===== src/rtl/lc3_mem_arb_pkg.sv =====
`default_nettype none
// ============================================================================
//  Module      : lc3_mem_arb_pkg
//  Description : Shared types and constants for the LC3 memory arbiter.
//                Holds the arbiter FSM state encoding, the wait-state limit
//                and a helper that sizes channel-index fields.
//  Revision    : 1.0 - initial release
// ============================================================================
package lc3_mem_arb_pkg;

    typedef enum logic [1:0] {
        IDLE   = 2'd0,
        ACCESS = 2'd1,
        DONE   = 2'd2
    } arb_state_t;

    // Largest wait-state count the 4-bit programming range allows.
    localparam int MAX_WAIT_CYC = 15;

    // Width of a channel index; a single channel still needs one bit.
    function automatic int idx_width(input int n);
        return (n > 1) ? $clog2(n) : 1;
    endfunction

endpackage
`default_nettype wire


===== src/rtl/lc3_rr_arbiter.sv =====
`default_nettype none
// ============================================================================
//  Module      : lc3_rr_arbiter
//  Description : Combinational winner selection for the memory arbiter.
//                Round-robin: first requester above ptr, wrapping.
//                Fixed priority (FIXED_PRIO=1): lowest requesting index.
//  Ports       : req     - per-channel request vector
//                ptr     - last granted channel (round-robin only)
//                win_oh  - one-hot winner, zero when nothing requests
//                win_idx - binary index of the winner
//                any     - at least one channel is requesting
//  Revision    : 1.0 - initial release
// ============================================================================
module lc3_rr_arbiter #(
    parameter int NUM_CH     = 2,
    parameter int FIXED_PRIO = 0,
    parameter int IDX_W      = 1
) (
    input  logic [NUM_CH-1:0] req,
    input  logic [IDX_W-1:0]  ptr,
    output logic [NUM_CH-1:0] win_oh,
    output logic [IDX_W-1:0]  win_idx,
    output logic              any
);

    assign any = |req;

    generate
        if (FIXED_PRIO != 0) begin : g_fixed
            logic w_found;
            // The pointer has no meaning in fixed mode.
            logic w_unused_ptr;
            assign w_unused_ptr = ^ptr;

            always_comb begin
                win_oh  = '0;
                win_idx = '0;
                w_found = 1'b0;
                for (int i = 0; i < NUM_CH; i++) begin
                    if (req[i] && !w_found) begin
                        w_found    = 1'b1;
                        win_oh[i]  = 1'b1;
                        win_idx    = IDX_W'(i);
                    end
                end
            end
        end else begin : g_rr
            logic             w_found;
            int               w_pos;
            logic [IDX_W-1:0] w_idx;

            // Scan offsets 1..NUM_CH from the pointer so the channel granted
            // last is considered last.
            always_comb begin
                win_oh  = '0;
                win_idx = '0;
                w_found = 1'b0;
                w_pos   = 0;
                w_idx   = '0;
                for (int off = 1; off <= NUM_CH; off++) begin
                    w_pos = int'(ptr) + off;
                    if (w_pos >= NUM_CH) begin
                        w_pos = w_pos - NUM_CH;
                    end
                    w_idx = IDX_W'(w_pos);
                    if (req[w_idx] && !w_found) begin
                        w_found        = 1'b1;
                        win_oh[w_idx]  = 1'b1;
                        win_idx        = w_idx;
                    end
                end
            end
        end
    endgenerate

endmodule
`default_nettype wire


===== src/rtl/lc3_mem_arbiter.sv =====
`default_nettype none
// ============================================================================
//  Module      : lc3_mem_arbiter
//  Description : N-channel arbiter in front of a single-port LC3 memory.
//                One access at a time, WAIT_CYC+1 cycles of ACCESS, then a
//                one-cycle DONE carrying the registered response.
//  Ports       : clock, reset_n      - clock, synchronous active-low reset
//                req/we/addr/wdata   - per-channel request bundle (ch0 LSBs)
//                gnt                 - one-hot accept pulse
//                rvalid/rdata        - one-hot completion pulse, read data
//                busy                - high in ACCESS and DONE
//                mem_*               - single-port memory interface
//  Revision    : 1.0 - initial release
// ============================================================================
module lc3_mem_arbiter
    import lc3_mem_arb_pkg::*;
#(
    parameter int NUM_CH     = 2,
    parameter int ADDR_W     = 16,
    parameter int DATA_W     = 16,
    parameter int WAIT_CYC   = 2,
    parameter int FIXED_PRIO = 0
) (
    input  logic                     clock,
    input  logic                     reset_n,
    input  logic [NUM_CH-1:0]        req,
    input  logic [NUM_CH-1:0]        we,
    input  logic [NUM_CH*ADDR_W-1:0] addr,
    input  logic [NUM_CH*DATA_W-1:0] wdata,
    output logic [NUM_CH-1:0]        gnt,
    output logic [NUM_CH-1:0]        rvalid,
    output logic [DATA_W-1:0]        rdata,
    output logic                     busy,
    output logic                     mem_en,
    output logic                     mem_we,
    output logic [ADDR_W-1:0]        mem_addr,
    output logic [DATA_W-1:0]        mem_wdata,
    input  logic [DATA_W-1:0]        mem_rdata
);

    localparam int IDX_W    = idx_width(NUM_CH);
    localparam int EFF_WAIT = (WAIT_CYC > MAX_WAIT_CYC) ? MAX_WAIT_CYC :
                              (WAIT_CYC < 0) ? 0 : WAIT_CYC;
    localparam int CNT_W    = (EFF_WAIT > 0) ? $clog2(EFF_WAIT + 1) : 1;

    arb_state_t          r_state;
    arb_state_t          w_state_nxt;
    logic                w_take;
    logic                w_finish;

    logic [CNT_W-1:0]    r_cnt;
    logic [IDX_W-1:0]    r_ptr;
    logic [NUM_CH-1:0]   r_sel_oh;
    logic                r_we;
    logic [ADDR_W-1:0]   r_addr;
    logic [DATA_W-1:0]   r_wdata;
    logic [DATA_W-1:0]   r_rdata;
    logic [NUM_CH-1:0]   r_gnt;
    logic [NUM_CH-1:0]   r_rvalid;
    logic                r_mem_en;

    logic [NUM_CH-1:0]   w_win_oh;
    logic [IDX_W-1:0]    w_win_idx;
    logic                w_any;
    logic                w_sel_we;
    logic [ADDR_W-1:0]   w_sel_addr;
    logic [DATA_W-1:0]   w_sel_wdata;

    lc3_rr_arbiter #(
        .NUM_CH     (NUM_CH),
        .FIXED_PRIO (FIXED_PRIO),
        .IDX_W      (IDX_W)
    ) u_arb (
        .req     (req),
        .ptr     (r_ptr),
        .win_oh  (w_win_oh),
        .win_idx (w_win_idx),
        .any     (w_any)
    );

    // One-hot AND-OR mux of the winning channel's request fields.
    always_comb begin
        w_sel_we    = 1'b0;
        w_sel_addr  = '0;
        w_sel_wdata = '0;
        for (int i = 0; i < NUM_CH; i++) begin
            w_sel_we    = w_sel_we    | (we[i] & w_win_oh[i]);
            w_sel_addr  = w_sel_addr  | (addr[i*ADDR_W +: ADDR_W] & {ADDR_W{w_win_oh[i]}});
            w_sel_wdata = w_sel_wdata | (wdata[i*DATA_W +: DATA_W] & {DATA_W{w_win_oh[i]}});
        end
    end

    // Next-state logic. DONE samples req exactly like IDLE so back-to-back
    // accesses run at one per WAIT_CYC+2 cycles.
    always_comb begin
        w_state_nxt = r_state;
        w_take      = 1'b0;
        w_finish    = 1'b0;
        case (r_state)
            IDLE: begin
                if (w_any) begin
                    w_take      = 1'b1;
                    w_state_nxt = ACCESS;
                end
            end
            ACCESS: begin
                if (r_cnt == '0) begin
                    w_finish    = 1'b1;
                    w_state_nxt = DONE;
                end
            end
            DONE: begin
                if (w_any) begin
                    w_take      = 1'b1;
                    w_state_nxt = ACCESS;
                end else begin
                    w_state_nxt = IDLE;
                end
            end
            default: w_state_nxt = IDLE;
        endcase
    end

    always_ff @(posedge clock) begin
        if (!reset_n) begin
            r_state <= IDLE;
        end else begin
            r_state <= w_state_nxt;
        end
    end

    always_ff @(posedge clock) begin
        if (!reset_n) begin
            r_cnt    <= '0;
            r_ptr    <= IDX_W'(NUM_CH - 1);
            r_sel_oh <= '0;
            r_we     <= 1'b0;
            r_addr   <= '0;
            r_wdata  <= '0;
            r_rdata  <= '0;
            r_gnt    <= '0;
            r_rvalid <= '0;
            r_mem_en <= 1'b0;
        end else begin
            r_gnt    <= '0;
            r_rvalid <= '0;
            if (w_take) begin
                r_sel_oh <= w_win_oh;
                r_we     <= w_sel_we;
                r_addr   <= w_sel_addr;
                r_wdata  <= w_sel_wdata;
                r_gnt    <= w_win_oh;
                r_ptr    <= w_win_idx;
                r_cnt    <= CNT_W'(EFF_WAIT);
                r_mem_en <= 1'b1;
            end
            if (r_state == ACCESS && !w_finish) begin
                r_cnt <= r_cnt - 1'b1;
            end
            if (w_finish) begin
                r_mem_en <= 1'b0;
                r_rvalid <= r_sel_oh;
                if (!r_we) begin
                    r_rdata <= mem_rdata;
                end
            end
        end
    end

    assign gnt       = r_gnt;
    assign rvalid    = r_rvalid;
    assign rdata     = r_rdata;
    assign busy      = (r_state != IDLE);
    assign mem_en    = r_mem_en;
    assign mem_we    = r_mem_en & r_we;
    assign mem_addr  = r_addr;
    assign mem_wdata = r_wdata;

endmodule
`default_nettype wire


===== config.mk =====
export PLATFORM = sky130hd
export DESIGN_NAME = lc3_mem_arbiter
export DESIGN_NICKNAME = d
export VERILOG_FILES = /design/src/rtl/lc3_mem_arb_pkg.sv /design/src/rtl/lc3_rr_arbiter.sv /design/src/rtl/lc3_mem_arbiter.sv
export SDC_FILE = /design/constraint.sdc
export NUM_CORES = 1
export LEC_CHECK = 0
export BUFFER_PORTS_ARGS = -buffer_cell sky130_fd_sc_hd__clkbuf_2
export CORE_MARGIN = 3
export CORE_UTILIZATION = 43
export DETAILED_ROUTE_END_ITERATION = 16
export PLACE_DENSITY = 0.76
export SLEW_MARGIN = 20
export SYNTH_ARGS = -nofsm -noshare
export SYNTH_HDL_FRONTEND = slang
export SYNTH_SLANG_ARGS = --single-unit

===== constraint.sdc =====
create_clock -name clock -period 1.8 [get_ports clock]
set_clock_uncertainty 0.15 [all_clocks]
set_input_delay 0.18 -clock clock [delete_from_list [all_inputs] [get_ports clock]]
set_output_delay 0.18 -clock clock [all_outputs]
set_load 0.1 [all_outputs]

## After elaboration in Yosys (flattened, before gate mapping)

Cells that the tools add are included.

| word-level totals | value |
|---|---|
| register bits | 61 |
| bits of input ports | 86 |
| output and inout port bits | 55 |
| logic and storage cells | 81 |

| operators by class | value |
|---|---|
| reductions and logical operators | 17 |
| bitwise logic cells | 13 |
| $lt $le $gt $ge | 6 |
| add/subtract/negate cells | 5 |
| muxes and demuxes | 25 |
| equality and inequality tests | 4 |

Operators by type and width:

| operator | number |
|---|---|
| AND 16 bit | 4 |
| OR 16 bit | 2 |
| two-way mux 1 bit | 16 |
| two-way mux 2 bit | 6 |
| AND reduction 2 bit | 4 |
| case mux 2 bit (3 select lines) | 1 |
| OR reduction 2 bit | 3 |
| logical AND 1 bit | 4 |
| logical NOT 2 bit | 2 |
| < comparator 1 x 2 -> 1 bit (second input constant) | 2 |
| nonzero test 2 bit | 2 |
| adder 1 x 2 -> 3 bit (second input constant) | 1 |
| AND 1 bit | 3 |
| greater-or-equal comparator 3 x 2 -> 1 bit (second input constant) | 1 |
| adder 1 x 1 -> 2 bit (second input constant) | 1 |
| demux 1 bit (select 1 bit) | 2 |
| == test 2 x 1 -> 1 bit (second input constant) | 1 |
| == test 2 bit (second input constant) | 1 |
| greater-or-equal comparator 1 bit (second input constant) | 2 |
| greater-or-equal comparator 2 bit (second input constant) | 1 |
| logical NOT 1 bit | 2 |
| inequality test 2 x 1 -> 1 bit (second input constant) | 1 |
| inequality test 2 bit (second input constant) | 1 |
| inverter 1 bit | 2 |
| other kinds (4) | 5 |

## Longest topological paths before layout

| logic depth | value |
|---|---|
| depth in word-level cells | 12 |
| depth in mapped cells | 6 |
| mapped depth without buffers | 5 |

## By module

Synthesis repeated with hierarchy kept, for this count alone.

| second synthesis, totals | value |
|---|---|
| cell total of the unflattened synthesis | 274 |
| area total of the unflattened synthesis | 2756.4 um^2 |

By module, submodules not included:

| module | seq. area each (um^2) | instances | cells each | area an instance (um^2) |
|---|---|---|---|---|
| lc3_mem_arbiter | 1221.2 | 1 | 269 | 2723.9 |
| lc3_rr_arbiter | 0.0 | 1 | 5 | 32.5 |

## Worst setup path before layout

OpenSTA, ideal clock, no wires.

| timing path | value |
|---|---|
| path kind | register -> output |
| from | register r_mem_en (netlist: mem_en) |
| to | output mem_we |
| path slack | -0.361 ns |
| data required time | 1.470 ns |
| buffers on the path | 0 |
| data arrival time | 1.831 ns |
| stages on the path, launching flop included | 2 |
| cells stage by stage | dfxtp_1 and2_1 |

| on the way | value |
|---|---|
| longest elaborated chain between the ends | 1 |

Ends and longest elaborated chain:

| what | line | source |
|---|---|---|
| from (decl) | lc3_mem_arbiter.sv:60 | `logic r_mem_en;` |
| from (signal assigned) | lc3_mem_arbiter.sv:143 | `r_mem_en <= 1'b0;` |
| from (signal assigned) | lc3_mem_arbiter.sv:155 | `r_mem_en <= 1'b1;` |
| from (signal assigned) | lc3_mem_arbiter.sv:161 | `r_mem_en <= 1'b0;` |
| AND 1 bit | lc3_mem_arbiter.sv:175 | `assign mem_we = r_mem_en & r_we;` |
| to (decl) | lc3_mem_arbiter.sv:35 | `output logic mem_we,` |

Every way passes these cells.

## Worst setup path after layout

| timing path | value |
|---|---|
| from | register r_state[0] |
| to | output busy |

| on the way | value |
|---|---|
| longest elaborated chain between the ends | 1 |

Ends and longest elaborated chain:

| what | line | source |
|---|---|---|
| from (decl) | lc3_mem_arbiter.sv:46 | `arb_state_t r_state;` |
| from (signal assigned) | lc3_mem_arbiter.sv:128 | `r_state <= w_state_nxt;` |
| nonzero test 2 bit | lc3_mem_arbiter.sv:173 | `assign busy = (r_state != IDLE);` |
| to (decl) | lc3_mem_arbiter.sv:33 | `output logic busy,` |

Every way passes these cells.

==> flow_results.xml <==
<?xml version="1.0" encoding="UTF-8"?>
<metrics>
  <group name="outcome">
    <metric name="status" unit="">finished clean</metric>
  </group>
  <group name="logic_synthesis">
    <metric name="netlist_top_cells_count" unit="">dfxtp_1, a32oi_1, o2bb2ai_1, nand2_1, o21ai_0</metric>
    <metric name="synth_edf_count" unit="">0</metric>
    <metric name="synth.most_common_cell" unit="">dfxtp_1</metric>
    <metric name="post_synth_main_area_contributors" unit="">dfxtp_1, a32oi_1, o2bb2ai_1</metric>
    <metric name="post_synth_instance_area" unit="µm²">2440</metric>
    <metric name="synthArstFlopShare" unit="%">0</metric>
    <metric name="synthFlopType" unit="">dfxtp_1</metric>
    <metric name="net_count_after_synthesis" unit="">333</metric>
    <metric name="synthesis.yosys.warnings" unit="">0</metric>
    <metric name="post_synth.cell_area_avg" unit="µm²">9.92</metric>
    <metric name="ys_seq_elements" unit="">61</metric>
    <metric name="synthDominantCellAreaShare" unit="%">50.0</metric>
    <metric name="synthCells" unit="">246</metric>
    <metric name="yosysSeqAreaShare" unit="%">50.0</metric>
    <metric name="ys_types" unit="">30</metric>
    <metric name="yosys.area.top_type" unit="">dfxtp_1</metric>
  </group>
  <group name="final_layout">
    <metric name="syn2layout_area_growth" unit="%">63.3</metric>
    <metric name="drive_gt1_share" unit="%">39.2</metric>
    <metric name="final_util" unit="%">75.2</metric>
    <metric name="layout.nets" unit="">526</metric>
    <metric name="num_antenna_cells" unit="">0</metric>
    <metric name="design_area" unit="µm²">3990</metric>
  </group>
  <group name="floorplan">
    <metric name="core_area" unit="µm²">5300</metric>
    <metric name="io_pins" unit="">141</metric>
    <metric name="starting_density_of_the_core" unit="%">46.0</metric>
    <metric name="num_rows" unit="">26</metric>
    <metric name="dieHeight" unit="µm">81.3</metric>
    <metric name="die_area" unit="µm²">6620</metric>
    <metric name="die_w" unit="µm">81.3</metric>
  </group>
  <group name="clock_tree">
    <metric name="tritoncts" unit="">yes</metric>
    <metric name="clockBufferDepth" unit="">2</metric>
    <metric name="ctsHtreeMaxLevel" unit="">3</metric>
    <metric name="cts_setup_buffers" unit="">0</metric>
    <metric name="clk_pin_slew" unit="ps">70</metric>
    <metric name="clock_latency" unit="ps">330</metric>
    <metric name="cts_root_buffer" unit="">clkbuf_8</metric>
    <metric name="clock_sink_count" unit="">61</metric>
    <metric name="number_of_clock_buffers_inserted_by_tritoncts" unit="">9</metric>
  </group>
  <group name="min_path">
    <metric name="path_class_of_the_lowest_slack_min_delay_path" unit="">in2reg</metric>
  </group>
  <group name="grt">
    <metric name="antenna_found_initial" unit="">0</metric>
    <metric name="number_of_global_route_vias_before_repair" unit="">2567</metric>
    <metric name="global_route.usage.total" unit="%">22.5</metric>
    <metric name="grt_pass1_wl" unit="µm">11400</metric>
    <metric name="global_route.overflow_total" unit="">0</metric>
    <metric name="pin_count_of_the_biggest_net_entering_global_routing" unit="">42</metric>
  </group>
  <group name="sta">
    <metric name="maxClockFrequency" unit="MHz">582</metric>
    <metric name="final-setup-viol-count" unit="">0</metric>
    <metric name="slew-limit-headroom" unit="%">63.2</metric>
    <metric name="setup_ws" unit="ps">81.0</metric>
    <metric name="finalHoldViolations" unit="">0</metric>
    <metric name="finalCritPeriodShare" unit="%">95.5</metric>
    <metric name="setup_total_negative_slack" unit="ps">0</metric>
    <metric name="tightestPinTransition" unit="ps">555</metric>
    <metric name="min_period" unit="ps">1720</metric>
    <metric name="timing.final.max_slew_violations" unit="">0</metric>
    <metric name="setup_repair_after_global_routing_missed_its_margin" unit="">false</metric>
  </group>
  <group name="place">
    <metric name="portBuffers" unit="">140</metric>
    <metric name="globalplace.congestion" unit="">0.747</metric>
    <metric name="dpl-instance-area" unit="µm²">3180</metric>
    <metric name="post-place-ws" unit="ps">223</metric>
    <metric name="post-dp-hpwl" unit="µm">4700</metric>
  </group>
  <group name="power">
    <metric name="static-leakage-power" unit="nW">1.77</metric>
    <metric name="ir_drop" unit="µV">649</metric>
    <metric name="power_density" unit="nW/µm²">1000</metric>
  </group>
  <group name="setup_path">
    <metric name="cp.required" unit="ps">1470</metric>
    <metric name="critical-path-slowest-cell" unit="">dfxtp_1</metric>
    <metric name="critPathArrivalTime" unit="ps">1390</metric>
    <metric name="cp-end-kind" unit="">primary output</metric>
    <metric name="crit_path_max_fanout" unit="">8</metric>
    <metric name="path_cells" unit="">buf_4 &gt; or2_2 &gt; buf_6</metric>
    <metric name="cp-start-kind" unit="">flip-flop</metric>
    <metric name="crit_path_max_incr_delay" unit="ps">380</metric>
    <metric name="critical_path_class" unit="">reg2out</metric>
  </group>
  <group name="detailed_routing">
    <metric name="num_vias" unit="">2666</metric>
    <metric name="drt-pass1-iter-count" unit="">4</metric>
    <metric name="postRouteAntennaNets" unit="">0</metric>
    <metric name="post_drt_wl_per_cell" unit="µm">14.8</metric>
    <metric name="detail_route.vias_per_cell" unit="">5.19</metric>
    <metric name="drt_wl_total" unit="µm">7600</metric>
    <metric name="drc_errors" unit="">0</metric>
    <metric name="dr.first_iter.drc_count" unit="">96</metric>
  </group>
  <group name="job">
    <metric name="drv.max_cap_violation_count" unit="">0</metric>
  </group>
</metrics>
[cells by family (layout without fill, tap and decap cells)]
kind of cell,after synthesis,count (layout),share of synthesized area (%)
compound gates,94,94,30.7
flops,61,61,50.0
simple gates,59,59,12.3
buf+inv,31,229,6.51
fa+ha+maj,1,1,0.512
[per-layer routing]
metal / wire length [µm] / track usage (%) / share of wire [%]
met1: 3070 / 24.7 / 40
met2: 3770 / 39.4 / 50
met3: 639 / 7.10 / 8.4
met4: 117 / 9.80 / 1.5
met5: 0 / 0 / 0
[cell usage in the layout (no fill, tap or decap), drive strengths merged, types with 4 or more instances in the layout]
cell,count
nand3,16
o21ai,19
and2,5
nand2,22
buf,12
clkbuf,150
dfxtp,61
dlygate4sd3,59
o2bb2ai,34
nand2b,4
a32oi,33
[sequential cells by signal, summed over array words and instances, names as in the netlist, 2 cells and up]
name and flops:
mem_addr 16, mem_wdata 16, rdata 16, gnt 2, r_cnt 2, r_sel_oh 2, r_state 2, rvalid 2
[where the power goes]
group / internal, W / total [W] / switching [W]
Clock: 0.000714 / 0.00123 / 0.000521
Combinational: 0.000332 / 0.00124 / 0.000912
Sequential: 0.00145 / 0.00151 / 0.0000591
Total: 0.00250 / 0.00399 / 0.00149
[final timing paths]
path                       from  slack (ps)       endpoint  cells after the start
setup / recovery     r_state[0]          80           busy                      3
hold / removal         wdata[7]          20   mem_wdata[7]                      3
setup reg to reg       r_cnt[0]         200       r_cnt[0]                      5
hold reg to reg   mem_wdata[10]         310  mem_wdata[10]                      1
[repair_timing]
item                                    CTS  global route
hold endpoints to repair                 47             2
gates resized for setup                   0             1
endpoints found under the setup margin    0             1
hold buffers                             57             2
[per-stage QoR]
step | cells | hold WS, ps | power, W
2_1_floorplan | 246 | 170 | 0.00243
3_3_place_gp | 439 | 256 | 0.00266
3_5_place_dp | 439 | 265 | 0.00267
4_1_cts | 512 | 2.02 | 0.00402
5_1_grt | 514 | 16.4 | 0.00416
6_report | 514 | 15.3 | 0.00399
[worst max-delay path: cells and delay by family (launching register included)]
kind                   cells  cell delay (ps)
AND/OR/NAND/NOR            1              300
flip-flops                 1              380
buffers and inverters      2              380
[final cells by class]
| class | count | area [µm²] |
|---|---|---|
| multi-input combinational | 154 | 1060 |
| inverter | 3 | 11.3 |
| fill | 362 | 1320 |
| sequential | 61 | 1220 |
| clock inverter | 5 | 58.8 |
| tap | 70 | 87.6 |
| clock buffer | 11 | 151 |
| timing repair buffer | 210 | 1390 |
No activity file was read; power rests on OpenSTA's default activity.
